[src/rtl/pc_next_ctrl.sv]
// pc_next_ctrl: IF-stage program-counter producer.
// Holds the PC register and computes the next fetch address from sequential
// fetch, stalls, and branch/jump redirects. A redirect that arrives while the
// PC cannot advance is parked in a pending register and applied on the next
// advance. A small RUN/HALT/STEP FSM gives the debug unit run, halt and
// single-step control.
module pc_next_ctrl #(
    parameter int PC_width  = 10,
    parameter int RESET_PC  = 0,
    parameter bit START_RUN = 1'b1
) (
    input  logic                clk,
    input  logic                rst_n,
    input  logic                stall,
    input  logic                branch_taken,
    input  logic [PC_width-1:0] branch_target,
    input  logic                jump,
    input  logic [PC_width-1:0] jump_target,
    input  logic                halt_instr,
    input  logic                dbg_run,
    input  logic                dbg_step,
    input  logic                dbg_halt,
    output logic [PC_width-1:0] pc_out,
    output logic [PC_width-1:0] pc_next,
    output logic                fetch_en,
    output logic                flush,
    output logic                halted,
    output logic                step_done
);

    typedef enum logic [1:0] {
        S_RUN  = 2'd0,
        S_HALT = 2'd1,
        S_STEP = 2'd2
    } state_t;

    localparam state_t              RST_STATE = START_RUN ? S_RUN : S_HALT;
    localparam logic [PC_width-1:0] RST_PC    = PC_width'(RESET_PC);

    state_t              state;
    logic                pend_v;
    logic [PC_width-1:0] pend_t;

    logic                adv;
    logic                req_v;     // a new branch/jump request this cycle
    logic [PC_width-1:0] req_t;     // its target (branch beats jump)
    logic                redir;
    logic [PC_width-1:0] redir_t;

    // Advance: running or stepping, no hazard stall, no halt request.
    // A HALT opcode only blocks the advance in RUN; in STEP the stepped
    // instruction is allowed to complete its fetch.
    always_comb begin
        adv = 1'b0;
        if ((state == S_RUN) || (state == S_STEP)) begin
            adv = !stall && !dbg_halt && !((state == S_RUN) && halt_instr);
        end
    end

    // Redirect selection: branch (older, from EX) over jump (ID) over a
    // previously parked redirect.
    always_comb begin
        req_v   = branch_taken || jump;
        req_t   = branch_taken ? branch_target : jump_target;
        redir   = req_v || pend_v;
        redir_t = req_v ? req_t : pend_t;
    end

    // Next-PC mux: hold when not advancing, otherwise redirect or increment
    // (the increment wraps silently at the top of the address space).
    always_comb begin
        pc_next = pc_out;
        if (adv) begin
            pc_next = redir ? redir_t : (pc_out + PC_width'(1));
        end
    end

    assign fetch_en = adv;
    assign flush    = adv && redir;
    assign halted   = (state == S_HALT);

    // PC register: always loads pc_next, which already encodes the hold case.
    always_ff @(posedge clk or negedge rst_n) begin
        if (!rst_n) begin
            pc_out <= RST_PC;
        end else begin
            pc_out <= pc_next;
        end
    end

    // Pending redirect: park a request that cannot be taken now (newest
    // request wins), drop it once a redirect is actually applied.
    always_ff @(posedge clk or negedge rst_n) begin
        if (!rst_n) begin
            pend_v <= 1'b0;
            pend_t <= '0;
        end else if (!adv && req_v) begin
            pend_v <= 1'b1;
            pend_t <= req_t;
        end else if (adv && redir) begin
            pend_v <= 1'b0;
        end
    end

    // Debug FSM with registered step_done pulse one cycle after a step advance.
    always_ff @(posedge clk or negedge rst_n) begin
        if (!rst_n) begin
            state     <= RST_STATE;
            step_done <= 1'b0;
        end else begin
            step_done <= 1'b0;
            case (state)
                S_RUN: begin
                    if (dbg_halt || halt_instr) begin
                        state <= S_HALT;
                    end
                end
                S_HALT: begin
                    if (dbg_halt) begin
                        state <= S_HALT;
                    end else if (dbg_step) begin
                        state <= S_STEP;
                    end else if (dbg_run) begin
                        state <= S_RUN;
                    end
                end
                S_STEP: begin
                    if (dbg_halt) begin
                        state <= S_HALT;
                    end else if (adv) begin
                        state     <= S_HALT;
                        step_done <= 1'b1;
                    end
                end
                default: begin
                    state <= S_HALT;
                end
            endcase
        end
    end

endmodule
[config.mk]
export PLATFORM = sky130hd
export DESIGN_NAME = pc_next_ctrl
export DESIGN_NICKNAME = d
export VERILOG_FILES = /design/src/rtl/pc_next_ctrl.sv
export SDC_FILE = /design/constraint.sdc
export NUM_CORES = 1
export LEC_CHECK = 0
export BUFFER_PORTS_ARGS = -buffer_cell sky130_fd_sc_hd__buf_2
export CAP_MARGIN = 20
export CORE_ASPECT_RATIO = 1.2
export CORE_MARGIN = 3
export CORE_UTILIZATION = 52
export DETAILED_ROUTE_END_ITERATION = 16
export PLACE_DENSITY = 0.95
export RECOVER_POWER = 50
export SYNTH_ARGS = -nofsm -noshare
export SYNTH_HDL_FRONTEND = slang
export SYNTH_SLANG_ARGS = --single-unit
[constraint.sdc]
create_clock -name clk -period 5 [get_ports clk]
set_clock_uncertainty 0.1 [all_clocks]
set_input_delay 0.5 -clock clk [delete_from_list [all_inputs] [get_ports clk]]
set_output_delay 0.5 -clock clk [all_outputs]
set_load 0.02 [all_outputs]
==> results of run 1 <==
-- layer usage --
metal	share of wire [%]	vias to the layer above	wire length (um)	global-route usage (%)
met5	0	-	0	0
li1	-	677	-	-
met1	39	679	1390	29.4
met3	6.7	13	241	3.78
met4	2.6	0	93	10.9
met2	52	68	1860	36.4
-- critical path, delay by kind of cell --
kind	cells	cell delay (ns)
simple gates	2	0.91
compound gates	2	0.49
buf+inv	2	0.49
-- cell usage in the layout (no fill, tap or decap), types with 2 or more instances in the layout --
cell type | netlist | routed
nor2_1 | 16 | 16
nand2b_1 | 7 | 7
o211ai_1 | 2 | 2
mux2_2 | 2 | 2
a31oi_1 | 4 | 4
a21oi_1 | 9 | 9
or3_1 | 3 | 3
nand3_1 | 3 | 3
nor2b_1 | 3 | 3
inv_1 | 5 | 5
nand3b_1 | 2 | 2
o2bb2ai_1 | 2 | 2
a22oi_1 | 6 | 6
clkbuf_4 | 0 | 3
nand2_1 | 17 | 17
mux2i_1 | 7 | 7
o21ai_0 | 12 | 12
a22o_1 | 3 | 3
buf_2 | 2 | 42
nor3_1 | 2 | 2
clkbuf_1 | 8 | 10
a221o_1 | 4 | 4
dfrtp_1 | 24 | 24
o22a_1 | 3 | 3
-- flip-flops by register name (all words and copies together) (netlist names) --
name,count
pc_out,10
pend_t,10
state,2
pend_v,1
step_done,1
-- stage by stage --
stage / cells / setup slack, ns / power [mW] / utilization, %
after floorplan: 160 / 2.38 / 0.424 / -
after detailed placement: 235 / 1.99 / 0.515 / 65.2
after global routing: 238 / 1.76 / 0.633 / 65.6
final: 238 / 1.99 / 0.592 / 65.6
after CTS: 238 / 1.99 / 0.600 / 66.1
after global placement: 235 / 2.15 / 0.510 / 65.2
-- report_power, final --
part	leakage (nW)	total, mW	switching (mW)	internal, mW
clock	0.0138	0.0845	0.0563	0.0282
sequential	0.285	0.275	0.0434	0.232
combinational	0.492	0.233	0.150	0.0828
-- worst max path at each step --
stage / slack (ns) / from / to / cells after the start
after floorplan: 2.38 / stall / pc_next[0] / 5
after global placement: 2.15 / branch_taken / pc_next[8] / 6
after detailed placement: 1.99 / branch_taken / pc_next[8] / 6
after CTS: 1.99 / branch_taken / pc_next[8] / 6
after global routing: 1.76 / branch_taken / pc_next[8] / 6
final: 1.99 / branch_taken / pc_next[8] / 6
-- final cells by class --
| type | count | area (um2) |
|---|---|---|
| repair buffers | 52 | 248 |
| clock buffers | 3 | 22.5 |
| multi-input cells | 120 | 757 |
| fillers | 223 | 886 |
| well taps | 33 | 41.3 |
| flip-flops and latches | 24 | 601 |
| inverters | 6 | 22.5 |
-- cell families (layout without fill, tap and decap cells) --
family                   after synthesis  in the layout
AO/OA/AOI/OAI                         52             52
multiplexers                           9              9
AND/OR/NAND/NOR                       58             58
buffers and inverters                 16             61
adder cells (fa/ha/maj)                1              1
flip-flops                            24             24
==> metrics.md, run 1 <==
| Metric | Value |
|---|---|
| Max-slew violations | 0 |
| P_leak | a little under 0.8 nW |
| Num CTS Buffers | 3 |
| Placer Congestion | approximately 0.8 |
| CTS Sinks | 24 |
| Synthesized net count | 190 |
| Via count | between 1,000 and 1,500 |
| Clk_lat worst skew | between 0.3 and 0.4 ns |
| Placed Area | 1680 um2 |
| Ports | between 50 and 60 |
| WL final | between 3 and 4 mm |
| Most frequent CP cell | buf_2 |
| Reg2reg setup slack | 2.96 ns |
| Distinct cells, synth | 37 |
| Status | complete, no violations |
| Antenna cells | 0 |
| Detailed Place HPWL | 2.58 mm |
| Unrepaired setup endpoints after global routing | false |
| CP Max Fanout | 31 |
| Setup TNS | 0 ns |
| Largest family of logic cells by synthesized area | compound AO/OA/AOI/OAI gates |
| Post-CTS setup buffer count | 0 |
| Worst-margin pin slew | 1.29 ns |
| Area share of the largest cell type after synthesis | a little over two fifths |
| Critical Path Source Type | input pin |
| Final count of negative-setup-slack endpoints | 0 |
| Worst setup EP type | output port |
| Average cell area after synthesis | about 8.9 um2 |
| Hold Path End | state[1] |
| Total GRT Usage | 22.9% |
| Slowest stage delay, CP | ~0.7 ns |
| Max_slew headroom | between 10% and 20% |
| Grt ovf | 0 |
| Adder-cell share of the synthesized area | 0.881% |
| CP Data Required Time | 4.40 ns |
| PD cells | 350 nW/um2 |
| Die footprint | between 3000 and 4000 um2 |
| Dominant synthesized flop cell | dfrtp_1 |
| Reg2reg end | pc_out[8] |
| Post-synth EDFFs | 0 |
| Post-synthesis simple-gate area fraction | between 20% and 30% |
| Final hold slack | 0.252 ns |
| HP Class | in -> reg |
| Number of buffers added on ports | 52 |
| Fin crit period | 3.01 ns |
| Crit path cell chain | buf_2, nor3_1, nand3_1, o31a_1, o21ai_0, buf_2 |
| CP Class | in -> out |
| Initial antenna violation count | 0 |
| Routed length per placed instance | ~15 um |
| Clock root cell | clkbuf_4 |
| Core area | around 2600 um2 |
| Final Cell Area | around 1700 um2 |
| YS warnings | 0 |
| Synth Cell Area | approximately 1400 um2 |
| Initial core utilization | a little under three fifths |
| H-tree Lvls | 1 |
| Synth Area in Compound Gates | 25.7% |
| Post-CTS sizing | 0 |
| Arrival time at the worst endpoint | ~2.4 ns |
| Die height | between 60 and 70 um |
| Clk slew on worst S/H paths | roughly 0.13 ns |
| Hold-fix buffer count after cts | 0 |
| Share of cells above drive strength 1 | roughly 25% |
| Mux contribution to synthesized area | under 10% |
| FP Rows | 20 |
| Xor/xnor cell area share of the yosys netlist | 0% |
| Post-route ant nets | 0 |
| Synth top area cells | dfrtp_1 (42%), mux2i_1 (4.9%), nand2_1 (4.5%) |
| Hold_sp | dbg_halt |
| DRC violations left | 0 |
| Die width | 53.7 um |
| Vias in the first global route | between 1,000 and 1,500 |
| First-pass DRT Iterations | 4 |
| Ys async rst share | 100% |
| Reg-to-reg critical path startpoint | pend_v |
| Final period util | about three fifths |
| Synth cell count leaders | dfrtp_1 (24), nand2_1 (17), nor2_1 (16) |
| Reg2reg path depth | 4 |
| Largest net degree at the start of global routing | 32 |
| Worst Hold Path Cells | 2 |
| First-pass GRT wire length | about 6.0 mm |
| Initial DRC Count | between 60 and 70 |
| Register area share after synthesis | 42.3% |
| Peak VDD IR | 207 uV |
| Syn Inst Count | 160 |
| Fmax | roughly 330 MHz |
| CTS max path bufs | 2 |
| Final hold violation count | 0 |
| Via density | between 6 and 7 |
| Max-cap violations | 0 |
| Synth area leader | dfrtp_1 |
| # nets final | between 200 and 250 |
| Count leader, synth | dfrtp_1 |
| Yosys reg bits | 24 |
| CTS tree | done |
| CP max stage cell | nor3_1 |
| Area Growth Syn to Fin | 19.1% |
Note: power is estimated with default switching activity, not from simulation.
==> inputs of run 2 (changes only) <==
--- a/config.mk
+++ b/config.mk
@@ -9,9 +9,9 @@
 export CAP_MARGIN = 20
 export CORE_ASPECT_RATIO = 1.2
 export CORE_MARGIN = 3
-export CORE_UTILIZATION = 52
+export CORE_UTILIZATION = 44
 export DETAILED_ROUTE_END_ITERATION = 16
-export PLACE_DENSITY = 0.95
+export PLACE_DENSITY = 0.86
 export RECOVER_POWER = 50
 export SYNTH_ARGS = -nofsm -noshare
 export SYNTH_HDL_FRONTEND = slang
==> constraint.sdc (replaced) <==
create_clock -name clk -period 2.5 [get_ports clk]
set_clock_uncertainty 0.1 [all_clocks]
set_input_delay 0.25 -clock clk [delete_from_list [all_inputs] [get_ports clk]]
set_output_delay 0.25 -clock clk [all_outputs]
set_load 0.02 [all_outputs]
==> metrics.md, run 2 (same netlist as run 1, synthesis figures left out) <==
| Metric | Value |
|---|---|
| Non-Filler Instances | 250 |
| Tot Pwr | between 1 and 1.5 mW |
| Cells after DPL | 239 |
| Met3 wire length | ~250 um |
| Setup TNS | 0 ns |
| Clock root cell | clkbuf_4 |
| Final period util | a little over nine tenths |
| Num CTS Buffers | 3 |
| M1 WL | approximately 1.6 mm |
| Crit path cell chain | or3_4, or4_4, o211ai_2, a22o_1, buf_6 |
| Clk pwr share | between 10% and 20% |
| Final count of negative-setup-slack endpoints | 0 |
| CP Data Required Time | 2.15 ns |
| Fmax | roughly 410 MHz |
| Critical Path Source Type | flip-flop |
| Commonest non-fill, non-tap cell in the layout | buf_2 |
| FP Rows | 21 |
| First-pass GRT wire length | 5.73 mm |
| Pre-CTS setup slack | around 0.32 ns |
| Top sig layer | met4 |
| Placer Congestion | 0.790 |
| Max-slew violations | 0 |
| Largest net degree at the start of global routing | 31 |
| CTS max path bufs | 2 |
| Final hold slack | approximately 0.011 ns |
| Detailed Place HPWL | 2.64 mm |
| Final worst setup slack | ~0.063 ns |
| Family with the most delay on the worst path | simple AND/OR/NAND/NOR gates |
| Regs by FF count | pc_out: 10 flops, pend_t: 10 flops, state: 2 flops |
| Status | complete, no violations |
| Final hold violation count | 0 |
| Multi-input gate area | 766 um2 |
| Sw frac | approximately two fifths |
| Sequential Power Share | between 40% and 50% |
| H-tree Lvls | 1 |
| Grt ovf | 0 |
| Initial DRC Count | 59 |
| # nets final | 247 |
| CTS tree | done |
| Via count | roughly 1,400 |
| Most frequent cells in the layout | buf_2 (42), dfrtp_1 (23), nand2_1 (17) |
| P_leak | roughly 0.85 nW |
| Bufs and invs on worst path | 1 |
| Share of cells above drive strength 1 | between 30% and 40% |
| Register area | approximately 600 um2 |
| First-pass DRT Iterations | 4 |
| Core area | about 2900 um2 |
| Die width | just under 60 um |
| Area Growth Syn to Fin | 27.3% |
| Total GRT Usage | a little under a fifth |
| Worst-margin pin slew | 1.28 ns |
| Met2 WL | around 1.8 mm |
| Number of fill cells in the layout | approximately 270 |
| Max_slew headroom | ~15% |
| Die height | 68.2 um |
| CP max stage cell | or4_4 |
| PD cells | roughly 690 nW/um2 |
| Vias in the first global route | 1,296 |
| Number of buffers added on ports | 52 |
| Peak VDD IR | approximately 420 uV |
| Fin crit period | ~2.4 ns |
| Post-route ant nets | 0 |
| Antenna cells | 0 |
| Ports | 53 |
| Max-cap violations | 0 |
| Routed length per placed instance | around 15 um |
| Share of total power in combinational logic | ~40% |
| Via density | 5.66 |
| CTS Sinks | 24 |
| Internal Pwr Total | 746 uW |
| CP Class | reg -> out |
| CP Max Fanout | 6 |
| Initial antenna violation count | 0 |
| Clk_lat worst skew | roughly 0.31 ns |
| Die footprint | around 3900 um2 |
| DRC violations left | 0 |
| Sw Pwr | slightly above 500 uW |
| Worst setup EP type | output port |
| Clk slew on worst S/H paths | ~0.13 ns |
| WL final | 3.63 mm |
| Arrival time at the worst endpoint | about 2.1 ns |
| Unrepaired setup endpoints after global routing | true |
| Initial core utilization | between 40 and 50% |
| HP Class | in -> reg |
| Slowest stage delay, CP | between 0.4 and 0.5 ns |
-- run 2: final timing paths --
path	end	cells after the start	from	slack, ns
max reg2reg	pc_out[5]	4	pend_v	0.69
min in group asynchronous	pend_t[4]	2	rst_n	0.62
min reg2reg	pend_t[0]	1	pend_t[0]	0.43
max in group asynchronous	pend_v	2	rst_n	0.84
max	pc_next[5]	5	pend_v	0.06
min	step_done	2	stall	0.01
-- run 2: final cells by class --
type	count	area share, %
Tap cell	34	2.35
Sequential cell	24	33.3
Clock buffer	4	2.01
Timing Repair Buffer	62	18.5
Multi-Input combinational cell	120	42.4
Inverter	6	1.45
-- run 2: worst reg2reg max path, stage by stage, from the launching register on --
cell	delay, ns
dfrtp_2	0.46
or3_4	0.43
or4_4	0.49
o211ai_2	0.08
a22o_1	0.19
-- run 2: routing by layer --
| layer | vias to the layer above | GRT usage (%) |
|---|---|---|
| li1 | 697 | - |
| met1 | 660 | 22.6 |
| met2 | 52 | 32.6 |
| met3 | 6 | 3.02 |
| met4 | 0 | 7.25 |
| met5 | - | 0 |
-- run 2: power groups by stage --
stage / clock, mW / sequential, mW / combinational (mW)
final: 0.205 / 0.548 / 0.502
after global routing: 0.224 / 0.558 / 0.546
after CTS: 0.213 / 0.546 / 0.486
after detailed placement: 0 / 0.554 / 0.481
after global placement: 0 / 0.551 / 0.477
after floorplan: 0 / 0.604 / 0.243
-- run 2: through the flow --
step / utilization, % / area, um2
2_1_floorplan: - / 1420
5_1_grt: 61.4 / 1810
6_report: 61.4 / 1810
3_5_place_dp: 58.0 / 1710
4_1_cts: 60.0 / 1770
3_3_place_gp: 58.0 / 1710
-- run 2: repair_timing --
action                                  4_1_cts  5_1_grt
endpoints found under the setup margin        1        6
gates resized for setup                       1        6
hold buffers                                  2        0
pin swaps                                     0        2
hold endpoints to repair                     25        0
setup buffers                                 0        5
